**src/rtl/eeg_oram_acc_pkg.sv**
```systemverilog
// eeg_oram_pkg: shared types and helpers for the ORAM accumulation lane.
//   oram_acc_st_e : accumulator FSM state encoding
//   sat_max_f     : largest value of a signed word of width dw
//   sat_min_f     : smallest value of a signed word of width dw
package eeg_oram_pkg;

  typedef enum logic [1:0] {
    IDLE = 2'd0,
    WAIT = 2'd1,
    OUT  = 2'd2,
    CLR  = 2'd3
  } oram_acc_st_e;

  // Positive clamp value for a dw-bit two's complement word.
  function automatic logic signed [63:0] sat_max_f(input int dw);
    sat_max_f = (64'sd1 <<< (dw - 32'sd1)) - 64'sd1;
  endfunction

  // Negative clamp value for a dw-bit two's complement word.
  function automatic logic signed [63:0] sat_min_f(input int dw);
    sat_min_f = 64'sd0 - (64'sd1 <<< (dw - 32'sd1));
  endfunction

endpackage

```
**src/rtl/eeg_oram_acc_if.sv**
```systemverilog
// eeg_oram_acc_if: bundles every handshake stream of one accumulation lane.
//   PSUM_*      : tagged partial sums in
//   CLR_*       : clear-lane request and completion pulse
//   SAT_FLG     : sticky saturation indicator
//   ORAM_DIN_*  : ORAM write port
//   ORAM_ADD_*  : ORAM read-address port
//   ORAM_DAT_*  : ORAM read-data port
//   OUT_*       : final-pass result stream
// Modports: slave = accumulator side, master = environment (producer/RAM/sink).
interface eeg_oram_acc_if #(
  parameter int ORAM_ADD_MW = 8,
  parameter int ORAM_DAT_DW = 8,
  parameter int PSUM_DW     = 8
);

  logic                   PSUM_VLD;
  logic                   PSUM_RDY;
  logic                   PSUM_FST;
  logic                   PSUM_LST;
  logic [ORAM_ADD_MW-1:0] PSUM_ADD;
  logic [PSUM_DW-1:0]     PSUM_DAT;

  logic                   CLR_VLD;
  logic                   CLR_RDY;
  logic                   CLR_DONE;
  logic                   SAT_FLG;

  logic                   ORAM_DIN_VLD;
  logic                   ORAM_DIN_RDY;
  logic [ORAM_ADD_MW-1:0] ORAM_DIN_ADD;
  logic [ORAM_DAT_DW-1:0] ORAM_DIN_DAT;

  logic                   ORAM_ADD_VLD;
  logic                   ORAM_ADD_LST;
  logic                   ORAM_ADD_RDY;
  logic [ORAM_ADD_MW-1:0] ORAM_ADD_ADD;

  logic                   ORAM_DAT_VLD;
  logic                   ORAM_DAT_LST;
  logic                   ORAM_DAT_RDY;
  logic [ORAM_DAT_DW-1:0] ORAM_DAT_DAT;

  logic                   OUT_VLD;
  logic                   OUT_RDY;
  logic [ORAM_ADD_MW-1:0] OUT_ADD;
  logic [ORAM_DAT_DW-1:0] OUT_DAT;

  modport slave (
    input  PSUM_VLD, PSUM_FST, PSUM_LST, PSUM_ADD, PSUM_DAT,
    output PSUM_RDY,
    input  CLR_VLD,
    output CLR_RDY, CLR_DONE, SAT_FLG,
    output ORAM_DIN_VLD, ORAM_DIN_ADD, ORAM_DIN_DAT,
    input  ORAM_DIN_RDY,
    output ORAM_ADD_VLD, ORAM_ADD_LST, ORAM_ADD_ADD,
    input  ORAM_ADD_RDY,
    input  ORAM_DAT_VLD, ORAM_DAT_LST, ORAM_DAT_DAT,
    output ORAM_DAT_RDY,
    output OUT_VLD, OUT_ADD, OUT_DAT,
    input  OUT_RDY
  );

  modport master (
    output PSUM_VLD, PSUM_FST, PSUM_LST, PSUM_ADD, PSUM_DAT,
    input  PSUM_RDY,
    output CLR_VLD,
    input  CLR_RDY, CLR_DONE, SAT_FLG,
    input  ORAM_DIN_VLD, ORAM_DIN_ADD, ORAM_DIN_DAT,
    output ORAM_DIN_RDY,
    input  ORAM_ADD_VLD, ORAM_ADD_LST, ORAM_ADD_ADD,
    output ORAM_ADD_RDY,
    output ORAM_DAT_VLD, ORAM_DAT_LST, ORAM_DAT_DAT,
    input  ORAM_DAT_RDY,
    input  OUT_VLD, OUT_ADD, OUT_DAT,
    output OUT_RDY
  );

endinterface

```
**src/rtl/eeg_oram_acc_sat_add.sv**
```systemverilog
// eeg_sat_add: combinational signed saturating adder.
//   a_i, b_i : DW-bit two's complement operands
//   sum_o    : a_i + b_i clamped to the DW-bit signed range
//   ovf_o    : high when the clamp was applied
module eeg_sat_add
  import eeg_oram_pkg::*;
#(
  parameter int DW = 8
) (
  input  logic signed [DW-1:0] a_i,
  input  logic signed [DW-1:0] b_i,
  output logic signed [DW-1:0] sum_o,
  output logic                 ovf_o
);

  localparam logic signed [DW-1:0] SAT_MAX = DW'(sat_max_f(DW));
  localparam logic signed [DW-1:0] SAT_MIN = DW'(sat_min_f(DW));

  logic [DW:0] wide_s;

  // One guard bit: overflow shows as disagreement between the top two bits.
  always_comb begin
    wide_s = {a_i[DW-1], a_i} + {b_i[DW-1], b_i};
    ovf_o  = wide_s[DW] ^ wide_s[DW-1];
    if (!ovf_o) begin
      sum_o = wide_s[DW-1:0];
    end else if (wide_s[DW]) begin
      sum_o = SAT_MIN;
    end else begin
      sum_o = SAT_MAX;
    end
  end

endmodule

```
**src/rtl/eeg_oram_acc.sv**
```systemverilog
// eeg_oram_acc: read-modify-write accumulation engine for one ORAM lane.
//   clk, rst_n : clock and asynchronous active-low reset
//   bus        : all lane streams (psum in, clear, ORAM write/read ports, result out)
// First-pass psums overwrite the addressed word; later passes read it, add with
// saturation and write back. Last-pass results are forwarded on OUT_*. A clear
// sweep writes zero to every address of the lane.
module eeg_oram_acc
  import eeg_oram_pkg::*;
#(
  parameter int ORAM_ADD_MW = 8,
  parameter int ORAM_DAT_DW = 8,
  parameter int PSUM_DW     = 8
) (
  input logic           clk,
  input logic           rst_n,
  eeg_oram_acc_if.slave bus
);

  localparam logic [ORAM_ADD_MW-1:0] CNT_LAST = {ORAM_ADD_MW{1'b1}};

  oram_acc_st_e state_q, state_d;

  // S1: accumulate request waiting for its read data
  logic [ORAM_ADD_MW-1:0] s1_add_q, s1_add_d;
  logic [PSUM_DW-1:0]     s1_dat_q, s1_dat_d;
  logic                   s1_lst_q, s1_lst_d;

  // Write-back held while the write port stalls (read data is gone by then)
  logic                   hold_q, hold_d;
  logic [ORAM_DAT_DW-1:0] hold_sum_q, hold_sum_d;

  logic                   out_vld_q, out_vld_d;
  logic [ORAM_ADD_MW-1:0] out_add_q, out_add_d;
  logic [ORAM_DAT_DW-1:0] out_dat_q, out_dat_d;

  logic [ORAM_ADD_MW-1:0] cnt_q, cnt_d;
  logic                   sat_flg_q, sat_flg_d;

  logic signed [ORAM_DAT_DW-1:0] psum_sext_s;
  logic signed [ORAM_DAT_DW-1:0] s1_sext_s;
  logic signed [ORAM_DAT_DW-1:0] sum_s;
  logic                          sum_ovf_s;
  logic [ORAM_DAT_DW-1:0]        wb_dat_s;

  logic                   psum_rdy_s;
  logic                   clr_rdy_s;
  logic                   clr_done_s;
  logic                   din_vld_s;
  logic [ORAM_ADD_MW-1:0] din_add_s;
  logic [ORAM_DAT_DW-1:0] din_dat_s;
  logic                   add_vld_s;
  logic                   add_lst_s;
  logic [ORAM_ADD_MW-1:0] add_add_s;

  // Read-data LST only echoes the request tag already held in S1.
  logic unused_dat_lst_s;
  assign unused_dat_lst_s = bus.ORAM_DAT_LST;

  assign psum_sext_s = ORAM_DAT_DW'($signed(bus.PSUM_DAT));
  assign s1_sext_s   = ORAM_DAT_DW'($signed(s1_dat_q));

  eeg_sat_add #(
    .DW (ORAM_DAT_DW)
  ) u_sat_add (
    .a_i   (bus.ORAM_DAT_DAT),
    .b_i   (s1_sext_s),
    .sum_o (sum_s),
    .ovf_o (sum_ovf_s)
  );

  // Once stalled, the held sum replaces the (no longer valid) adder result.
  assign wb_dat_s = hold_q ? hold_sum_q : sum_s;

  // Next-state, handshake and ORAM port control.
  always_comb begin
    state_d    = state_q;
    s1_add_d   = s1_add_q;
    s1_dat_d   = s1_dat_q;
    s1_lst_d   = s1_lst_q;
    hold_d     = hold_q;
    hold_sum_d = hold_sum_q;
    out_add_d  = out_add_q;
    out_dat_d  = out_dat_q;
    cnt_d      = cnt_q;
    sat_flg_d  = sat_flg_q;
    psum_rdy_s = 1'b0;
    clr_rdy_s  = 1'b0;
    clr_done_s = 1'b0;
    din_vld_s  = 1'b0;
    din_add_s  = '0;
    din_dat_s  = '0;
    add_vld_s  = 1'b0;
    add_lst_s  = 1'b0;
    add_add_s  = '0;

    case (state_q)
      IDLE: begin
        clr_rdy_s = 1'b1;
        if (bus.CLR_VLD) begin
          // Clear wins; psum valids are masked so the RAM sees no stray request.
          state_d   = CLR;
          cnt_d     = '0;
          sat_flg_d = 1'b0;
        end else if (bus.PSUM_FST) begin
          psum_rdy_s = bus.ORAM_DIN_RDY;
          din_vld_s  = bus.PSUM_VLD;
          din_add_s  = bus.PSUM_ADD;
          din_dat_s  = psum_sext_s;
          if (bus.PSUM_VLD && bus.ORAM_DIN_RDY && bus.PSUM_LST) begin
            out_add_d = bus.PSUM_ADD;
            out_dat_d = psum_sext_s;
            state_d   = OUT;
          end else begin
            state_d = IDLE;
          end
        end else begin
          psum_rdy_s = bus.ORAM_ADD_RDY;
          add_vld_s  = bus.PSUM_VLD;
          add_add_s  = bus.PSUM_ADD;
          add_lst_s  = bus.PSUM_LST;
          if (bus.PSUM_VLD && bus.ORAM_ADD_RDY) begin
            s1_add_d = bus.PSUM_ADD;
            s1_dat_d = bus.PSUM_DAT;
            s1_lst_d = bus.PSUM_LST;
            hold_d   = 1'b0;
            state_d  = WAIT;
          end else begin
            state_d = IDLE;
          end
        end
      end

      WAIT: begin
        if (hold_q || bus.ORAM_DAT_VLD) begin
          din_vld_s = 1'b1;
          din_add_s = s1_add_q;
          din_dat_s = wb_dat_s;
          // Overflow is judged once, when the read data actually arrives.
          if (!hold_q && sum_ovf_s) begin
            sat_flg_d = 1'b1;
          end else begin
            sat_flg_d = sat_flg_q;
          end
          if (bus.ORAM_DIN_RDY) begin
            hold_d = 1'b0;
            if (s1_lst_q) begin
              out_add_d = s1_add_q;
              out_dat_d = wb_dat_s;
              state_d   = OUT;
            end else begin
              state_d = IDLE;
            end
          end else begin
            hold_d     = 1'b1;
            hold_sum_d = wb_dat_s;
            state_d    = WAIT;
          end
        end else begin
          state_d = WAIT;
        end
      end

      OUT: begin
        if (bus.OUT_RDY) begin
          state_d = IDLE;
        end else begin
          state_d = OUT;
        end
      end

      CLR: begin
        din_vld_s = 1'b1;
        din_add_s = cnt_q;
        din_dat_s = '0;
        if (bus.ORAM_DIN_RDY) begin
          if (cnt_q == CNT_LAST) begin
            clr_done_s = 1'b1;
            cnt_d      = '0;
            state_d    = IDLE;
          end else begin
            cnt_d = cnt_q + ORAM_ADD_MW'(1'b1);
          end
        end else begin
          cnt_d = cnt_q;
        end
      end

      default: begin
        state_d = IDLE;
      end
    endcase

    out_vld_d = (state_d == OUT);
  end

  // State and datapath registers.
  always_ff @(posedge clk or negedge rst_n) begin
    if (!rst_n) begin
      state_q    <= IDLE;
      s1_add_q   <= '0;
      s1_dat_q   <= '0;
      s1_lst_q   <= 1'b0;
      hold_q     <= 1'b0;
      hold_sum_q <= '0;
      out_vld_q  <= 1'b0;
      out_add_q  <= '0;
      out_dat_q  <= '0;
      cnt_q      <= '0;
      sat_flg_q  <= 1'b0;
    end else begin
      state_q    <= state_d;
      s1_add_q   <= s1_add_d;
      s1_dat_q   <= s1_dat_d;
      s1_lst_q   <= s1_lst_d;
      hold_q     <= hold_d;
      hold_sum_q <= hold_sum_d;
      out_vld_q  <= out_vld_d;
      out_add_q  <= out_add_d;
      out_dat_q  <= out_dat_d;
      cnt_q      <= cnt_d;
      sat_flg_q  <= sat_flg_d;
    end
  end

  assign bus.PSUM_RDY     = psum_rdy_s;
  assign bus.CLR_RDY      = clr_rdy_s;
  assign bus.CLR_DONE     = clr_done_s;
  assign bus.SAT_FLG      = sat_flg_q;
  assign bus.ORAM_DIN_VLD = din_vld_s;
  assign bus.ORAM_DIN_ADD = din_add_s;
  assign bus.ORAM_DIN_DAT = din_dat_s;
  assign bus.ORAM_ADD_VLD = add_vld_s;
  assign bus.ORAM_ADD_LST = add_lst_s;
  assign bus.ORAM_ADD_ADD = add_add_s;
  assign bus.ORAM_DAT_RDY = 1'b1;
  assign bus.OUT_VLD      = out_vld_q;
  assign bus.OUT_ADD      = out_add_q;
  assign bus.OUT_DAT      = out_dat_q;

endmodule
```
**src/flat_wrapper.sv**
```systemverilog
// flat-port wrapper written by rule: the top's interface ports become plain ports
module eeg_oram_acc_flat import eeg_oram_pkg::*;
#(
  parameter int ORAM_ADD_MW = 8,
  parameter int ORAM_DAT_DW = 8,
  parameter int PSUM_DW     = 8
)
  (clk, rst_n, bus_PSUM_VLD, bus_PSUM_FST, bus_PSUM_LST, bus_PSUM_ADD, bus_PSUM_DAT, bus_PSUM_RDY, bus_CLR_VLD, bus_CLR_RDY, bus_CLR_DONE, bus_SAT_FLG, bus_ORAM_DIN_VLD, bus_ORAM_DIN_ADD, bus_ORAM_DIN_DAT, bus_ORAM_DIN_RDY, bus_ORAM_ADD_VLD, bus_ORAM_ADD_LST, bus_ORAM_ADD_ADD, bus_ORAM_ADD_RDY, bus_ORAM_DAT_VLD, bus_ORAM_DAT_LST, bus_ORAM_DAT_DAT, bus_ORAM_DAT_RDY, bus_OUT_VLD, bus_OUT_ADD, bus_OUT_DAT, bus_OUT_RDY);
  eeg_oram_acc_if #(.ORAM_ADD_MW(ORAM_ADD_MW), .ORAM_DAT_DW(ORAM_DAT_DW), .PSUM_DW(PSUM_DW)) bus_i ();
  input logic clk;
  input logic rst_n;
  input wire logic [$bits(bus_i.PSUM_VLD)-1:0] bus_PSUM_VLD;
  input wire logic [$bits(bus_i.PSUM_FST)-1:0] bus_PSUM_FST;
  input wire logic [$bits(bus_i.PSUM_LST)-1:0] bus_PSUM_LST;
  input wire logic [$bits(bus_i.PSUM_ADD)-1:0] bus_PSUM_ADD;
  input wire logic [$bits(bus_i.PSUM_DAT)-1:0] bus_PSUM_DAT;
  output wire logic [$bits(bus_i.PSUM_RDY)-1:0] bus_PSUM_RDY;
  input wire logic [$bits(bus_i.CLR_VLD)-1:0] bus_CLR_VLD;
  output wire logic [$bits(bus_i.CLR_RDY)-1:0] bus_CLR_RDY;
  output wire logic [$bits(bus_i.CLR_DONE)-1:0] bus_CLR_DONE;
  output wire logic [$bits(bus_i.SAT_FLG)-1:0] bus_SAT_FLG;
  output wire logic [$bits(bus_i.ORAM_DIN_VLD)-1:0] bus_ORAM_DIN_VLD;
  output wire logic [$bits(bus_i.ORAM_DIN_ADD)-1:0] bus_ORAM_DIN_ADD;
  output wire logic [$bits(bus_i.ORAM_DIN_DAT)-1:0] bus_ORAM_DIN_DAT;
  input wire logic [$bits(bus_i.ORAM_DIN_RDY)-1:0] bus_ORAM_DIN_RDY;
  output wire logic [$bits(bus_i.ORAM_ADD_VLD)-1:0] bus_ORAM_ADD_VLD;
  output wire logic [$bits(bus_i.ORAM_ADD_LST)-1:0] bus_ORAM_ADD_LST;
  output wire logic [$bits(bus_i.ORAM_ADD_ADD)-1:0] bus_ORAM_ADD_ADD;
  input wire logic [$bits(bus_i.ORAM_ADD_RDY)-1:0] bus_ORAM_ADD_RDY;
  input wire logic [$bits(bus_i.ORAM_DAT_VLD)-1:0] bus_ORAM_DAT_VLD;
  input wire logic [$bits(bus_i.ORAM_DAT_LST)-1:0] bus_ORAM_DAT_LST;
  input wire logic [$bits(bus_i.ORAM_DAT_DAT)-1:0] bus_ORAM_DAT_DAT;
  output wire logic [$bits(bus_i.ORAM_DAT_RDY)-1:0] bus_ORAM_DAT_RDY;
  output wire logic [$bits(bus_i.OUT_VLD)-1:0] bus_OUT_VLD;
  output wire logic [$bits(bus_i.OUT_ADD)-1:0] bus_OUT_ADD;
  output wire logic [$bits(bus_i.OUT_DAT)-1:0] bus_OUT_DAT;
  input wire logic [$bits(bus_i.OUT_RDY)-1:0] bus_OUT_RDY;
  assign bus_i.PSUM_VLD = bus_PSUM_VLD;
  assign bus_i.PSUM_FST = bus_PSUM_FST;
  assign bus_i.PSUM_LST = bus_PSUM_LST;
  assign bus_i.PSUM_ADD = bus_PSUM_ADD;
  assign bus_i.PSUM_DAT = bus_PSUM_DAT;
  assign bus_PSUM_RDY = bus_i.PSUM_RDY;
  assign bus_i.CLR_VLD = bus_CLR_VLD;
  assign bus_CLR_RDY = bus_i.CLR_RDY;
  assign bus_CLR_DONE = bus_i.CLR_DONE;
  assign bus_SAT_FLG = bus_i.SAT_FLG;
  assign bus_ORAM_DIN_VLD = bus_i.ORAM_DIN_VLD;
  assign bus_ORAM_DIN_ADD = bus_i.ORAM_DIN_ADD;
  assign bus_ORAM_DIN_DAT = bus_i.ORAM_DIN_DAT;
  assign bus_i.ORAM_DIN_RDY = bus_ORAM_DIN_RDY;
  assign bus_ORAM_ADD_VLD = bus_i.ORAM_ADD_VLD;
  assign bus_ORAM_ADD_LST = bus_i.ORAM_ADD_LST;
  assign bus_ORAM_ADD_ADD = bus_i.ORAM_ADD_ADD;
  assign bus_i.ORAM_ADD_RDY = bus_ORAM_ADD_RDY;
  assign bus_i.ORAM_DAT_VLD = bus_ORAM_DAT_VLD;
  assign bus_i.ORAM_DAT_LST = bus_ORAM_DAT_LST;
  assign bus_i.ORAM_DAT_DAT = bus_ORAM_DAT_DAT;
  assign bus_ORAM_DAT_RDY = bus_i.ORAM_DAT_RDY;
  assign bus_OUT_VLD = bus_i.OUT_VLD;
  assign bus_OUT_ADD = bus_i.OUT_ADD;
  assign bus_OUT_DAT = bus_i.OUT_DAT;
  assign bus_i.OUT_RDY = bus_OUT_RDY;
  eeg_oram_acc #(.ORAM_ADD_MW(ORAM_ADD_MW), .ORAM_DAT_DW(ORAM_DAT_DW), .PSUM_DW(PSUM_DW)) u_core (.clk(clk), .rst_n(rst_n), .bus(bus_i));
endmodule
```
**config.mk**
```make
export PLATFORM = sky130hd
export DESIGN_NAME = eeg_oram_acc_flat
export DESIGN_NICKNAME = d
export VERILOG_FILES = /design/src/rtl/eeg_oram_acc_pkg.sv /design/src/rtl/eeg_oram_acc_if.sv /design/src/rtl/eeg_oram_acc_sat_add.sv /design/src/rtl/eeg_oram_acc.sv /design/src/flat_wrapper.sv
export SDC_FILE = /design/constraint.sdc
export NUM_CORES = 1
export LEC_CHECK = 0
export CORE_MARGIN = 4
export CORE_UTILIZATION = 50
export DETAILED_ROUTE_END_ITERATION = 8
export PLACE_DENSITY = 0.89
export SYNTH_ARGS = -nofsm -noshare
export SYNTH_HDL_FRONTEND = slang
export SYNTH_SLANG_ARGS = --single-unit
```
**constraint.sdc**
```tcl
create_clock -name clk -period 4.1 [get_ports clk]
set_input_delay 1.025 -clock clk [delete_from_list [all_inputs] [get_ports clk]]
set_output_delay 1.025 -clock clk [all_outputs]
set_load 0.05 [all_outputs]
```
==> summary.txt <==
Status = finished, violations left
Failing checks = setup timing
Final period utilization = 103.8%
# hold bufs at CTS = 0
Antenna violations before repair = 0
Largest net degree at the start of global routing = 34
Multi-input logic area = 2118 um2
DR pass1 iterations = 8
Drt initial violations = 428
Slew at the pin closest to its max-slew limit = 0.7604 ns
Mapped Area = 3343 um2
EDFF count, synth = 0
Core area = 6422 um2
Final net count = 534
CTS clk-pin slew, worst paths = 0.10 ns
Max_cap viols = 0
Warnings from Yosys = 0
CTS Root Cell = clkbuf_8
Met3 wire length = 1100 um
Chip Width = 89.77 um
Worst VDD drop = 615.0 uV
Avg Inst Size Synth = 9.110 um2
Most frequent cells in the layout = dfrtp_1 (54), buf_4 (52), clkdlybuf4s50_1 (43)
CP required = 3.07 ns
Commonest non-fill, non-tap cell in the layout = dfrtp_1
WL met2 = 6141 um
Top Layer Used = met4
Leak = 2.248 nW
Cells after DPL = 540
Slew margin rel. = 49.20%
Vias in the first global route = 3847
Area delta synth->final = 55.46%
# diodes = 0
Number of remaining DRC errors = 0
Layout Cells excl Fill = 567
Via Count = 3796
# rows = 29
Congestion Overflow GR = 0
CP arrival = 3.23 ns
Final number of hold-violating endpoints = 0
Vias per inst = 6.695
Synth async-reset ratio = 100.0%
Top Ports = 84
Die ar. = 8059 um2
Share of layout cells above drive strength 1 = 33.27%
CTS tree = built
Fill cells = 355
Hold Path Class = flop to flop
TritonCTS buffer count = 5
Clock Skews = 0.009260 ns
Max Fclk = 234.9 MHz
H-Tree Depth = 2
Post-route ant nets = 0
Mapped Cells = 367
Drt wl/cell = 22.34 um
RSZ-0062 raised after global routing = yes
Clock Latency Late Sink = 0.33 ns
GPL Wtd Cong = 0.9626
First-pass GRT wire length = 19750 um
Area taken by flip-flops and latches = 1351 um2
Max clock buf depth = 2
Die H = 89.77 um
Port buffer count = 81
Count of final setup violators = 7
CTS Sinks = 54
Starting Density = 52.06%
WS Path Type = input port to output pin
Post-Route M1 WL = 4720 um
Pins Over Slew Limit = 0
Cell area power density = 831.2 nW/um2
Post-synthesis cell type count = 60
Seq cells post-synth = 54
Critical path peak fanout = 8
DRT Wirelength = 12660 um
Setup_tns = -0.7156 ns
Critical Path End Type = output pin
Top_reg_cell synth = dfrtp_1
Sequential-to-total area share from yosys stat = 40.42%
Period minus WS final = 4.257 ns
CP startpoint kind = input port
Syn_nets = 412
GRT Total Usage = 30.69%
Final WS setup = -0.1571 ns
Post-DP HPWL = 7709 um
where the power goes:
part	internal, W	switching, W
sequential	0.000747	0.000231
combinational	0.00129	0.00173
clock	0.000128	0.000200
Yosys cell counts (2+ instances only):
cell | count | area share, %
and2_1 | 12 | 2.2
o221ai_1 | 3 | 0.79
a21o_1 | 2 | 0.45
a21oi_1 | 15 | 2.2
nand4_1 | 4 | 0.75
a222oi_1 | 8 | 2.4
inv_1 | 18 | 2.0
o211ai_1 | 3 | 0.67
mux2_2 | 17 | 5.7
nand2_1 | 42 | 4.7
nor2_1 | 26 | 2.9
o21ai_2 | 2 | 0.52
and3_1 | 2 | 0.37
buf_4 | 3 | 0.67
nor2b_1 | 3 | 0.56
o21ai_0 | 33 | 4.9
or3_1 | 4 | 0.75
ha_1 | 9 | 3.4
clkbuf_1 | 13 | 1.5
nor4_1 | 2 | 0.37
nand3_1 | 7 | 1.0
a22oi_1 | 3 | 0.67
a211oi_1 | 2 | 0.45
dfrtp_1 | 54 | 40
nor3_1 | 10 | 1.5
o21a_1 | 5 | 1.1
o31ai_1 | 4 | 0.90
nand2b_1 | 5 | 0.94
xnor2_1 | 4 | 1.0
o2bb2ai_1 | 2 | 0.52
nor3_4 | 2 | 0.97
buf_2 | 3 | 0.45
a31oi_1 | 13 | 2.4
mux2i_1 | 2 | 0.60
a32oi_1 | 5 | 1.3
cell families after synthesis:
kind of cell | after synthesis | share of synthesized area, %
AOI/OAI and AO/OA | 114 | 24.07
xor gates and xnor gates | 5 | 1.310
and+or+nand+nor | 127 | 19.20
muxes | 19 | 6.325
adders and majority gates | 10 | 3.967
other | 1 | 0.1122
buffers and inverters | 37 | 4.603
DFF | 54 | 40.42
cell type report:
type / instances / share of cell area [%]
Inverter: 18 / 1.372
Sequential cell: 54 / 26.00
Tap cell: 77 / 1.854
Clock inverter: 3 / 0.5537
Clock buffer: 5 / 1.324
Timing Repair Buffer: 134 / 28.14
Multi-Input combinational cell: 276 / 40.76
sequential cells by signal (all words and copies together), names as in the netlist:
signal,cells
u_core.s1_add_q,8
u_core.hold_q,1
u_core.s1_lst_q,1
u_core.hold_sum_q,8
u_core.bus.OUT_ADD,8
u_core.bus.SAT_FLG,1
u_core.state_q,2
u_core.s1_dat_q,8
u_core.cnt_q,8
u_core.bus.OUT_DAT,8
u_core.bus.OUT_VLD,1
critical path, stage by stage:
cell and delay [ns]:
buf_6 0.07, ha_4 0.13, inv_2 0.04, fa_2 0.34, nand2b_4 0.17, a211oi_4 0.32
o21ai_4 0.15, nor3_4 0.38, a211o_1 0.24, a32o_2 0.22, buf_12 0.14
through the flow:
stage          total power [W]  utilization [%]  area [um2]  hold WS (ns)  setup slack [ns]
5_1_grt               0.004510            80.93        5197        0.5232           -0.2706
3_5_place_dp          0.003419            73.66        4731        0.4772           -0.5788
2_1_floorplan         0.002434                -        3390        0.4413           -0.1571
6_report              0.004320            80.93        5197        0.4994           -0.1571
4_1_cts               0.004083            80.15        5147        0.4999          -0.03018
3_3_place_gp          0.003329            73.66        4731        0.4607           -0.5471
per-layer routing:
layer	global-route usage, %	up-vias
met5	0	-
met4	18.65	0
met3	5.676	74
met2	50.38	298
met1	37.61	1819
li1	-	1605
timing repair:
item | CTS | global route
gates resized for setup | 61 | 10
setup buffers | 18 | 7
setup endpoints to repair | 8 | 7
pin swaps | 26 | 18
gates cloned | 0 | 0
final timing paths:
path                                                     endpoint  depth (start not counted)                              start  slack (ns)
worst max-delay path                          bus_ORAM_DIN_DAT[6]                         11                bus_ORAM_DAT_DAT[0]       -0.16
worst min-delay path            u_core.bus.OUT_DAT[0]$_DFFE_PN0P_                          2  u_core.bus.OUT_DAT[0]$_DFFE_PN0P_        0.50
worst max register to register   u_core.hold_sum_q[1]$_DFFE_PN0P_                         10     u_core.s1_dat_q[6]$_DFFE_PN0P_        1.38
worst min register to register  u_core.bus.OUT_DAT[0]$_DFFE_PN0P_                          2  u_core.bus.OUT_DAT[0]$_DFFE_PN0P_        0.50
max in group asynchronous        u_core.hold_sum_q[0]$_DFFE_PN0P_                          2                              rst_n        2.55
min in group asynchronous       u_core.bus.OUT_ADD[4]$_DFFE_PN0P_                          1                              rst_n        0.74
Power figures use the tool's default switching activity.
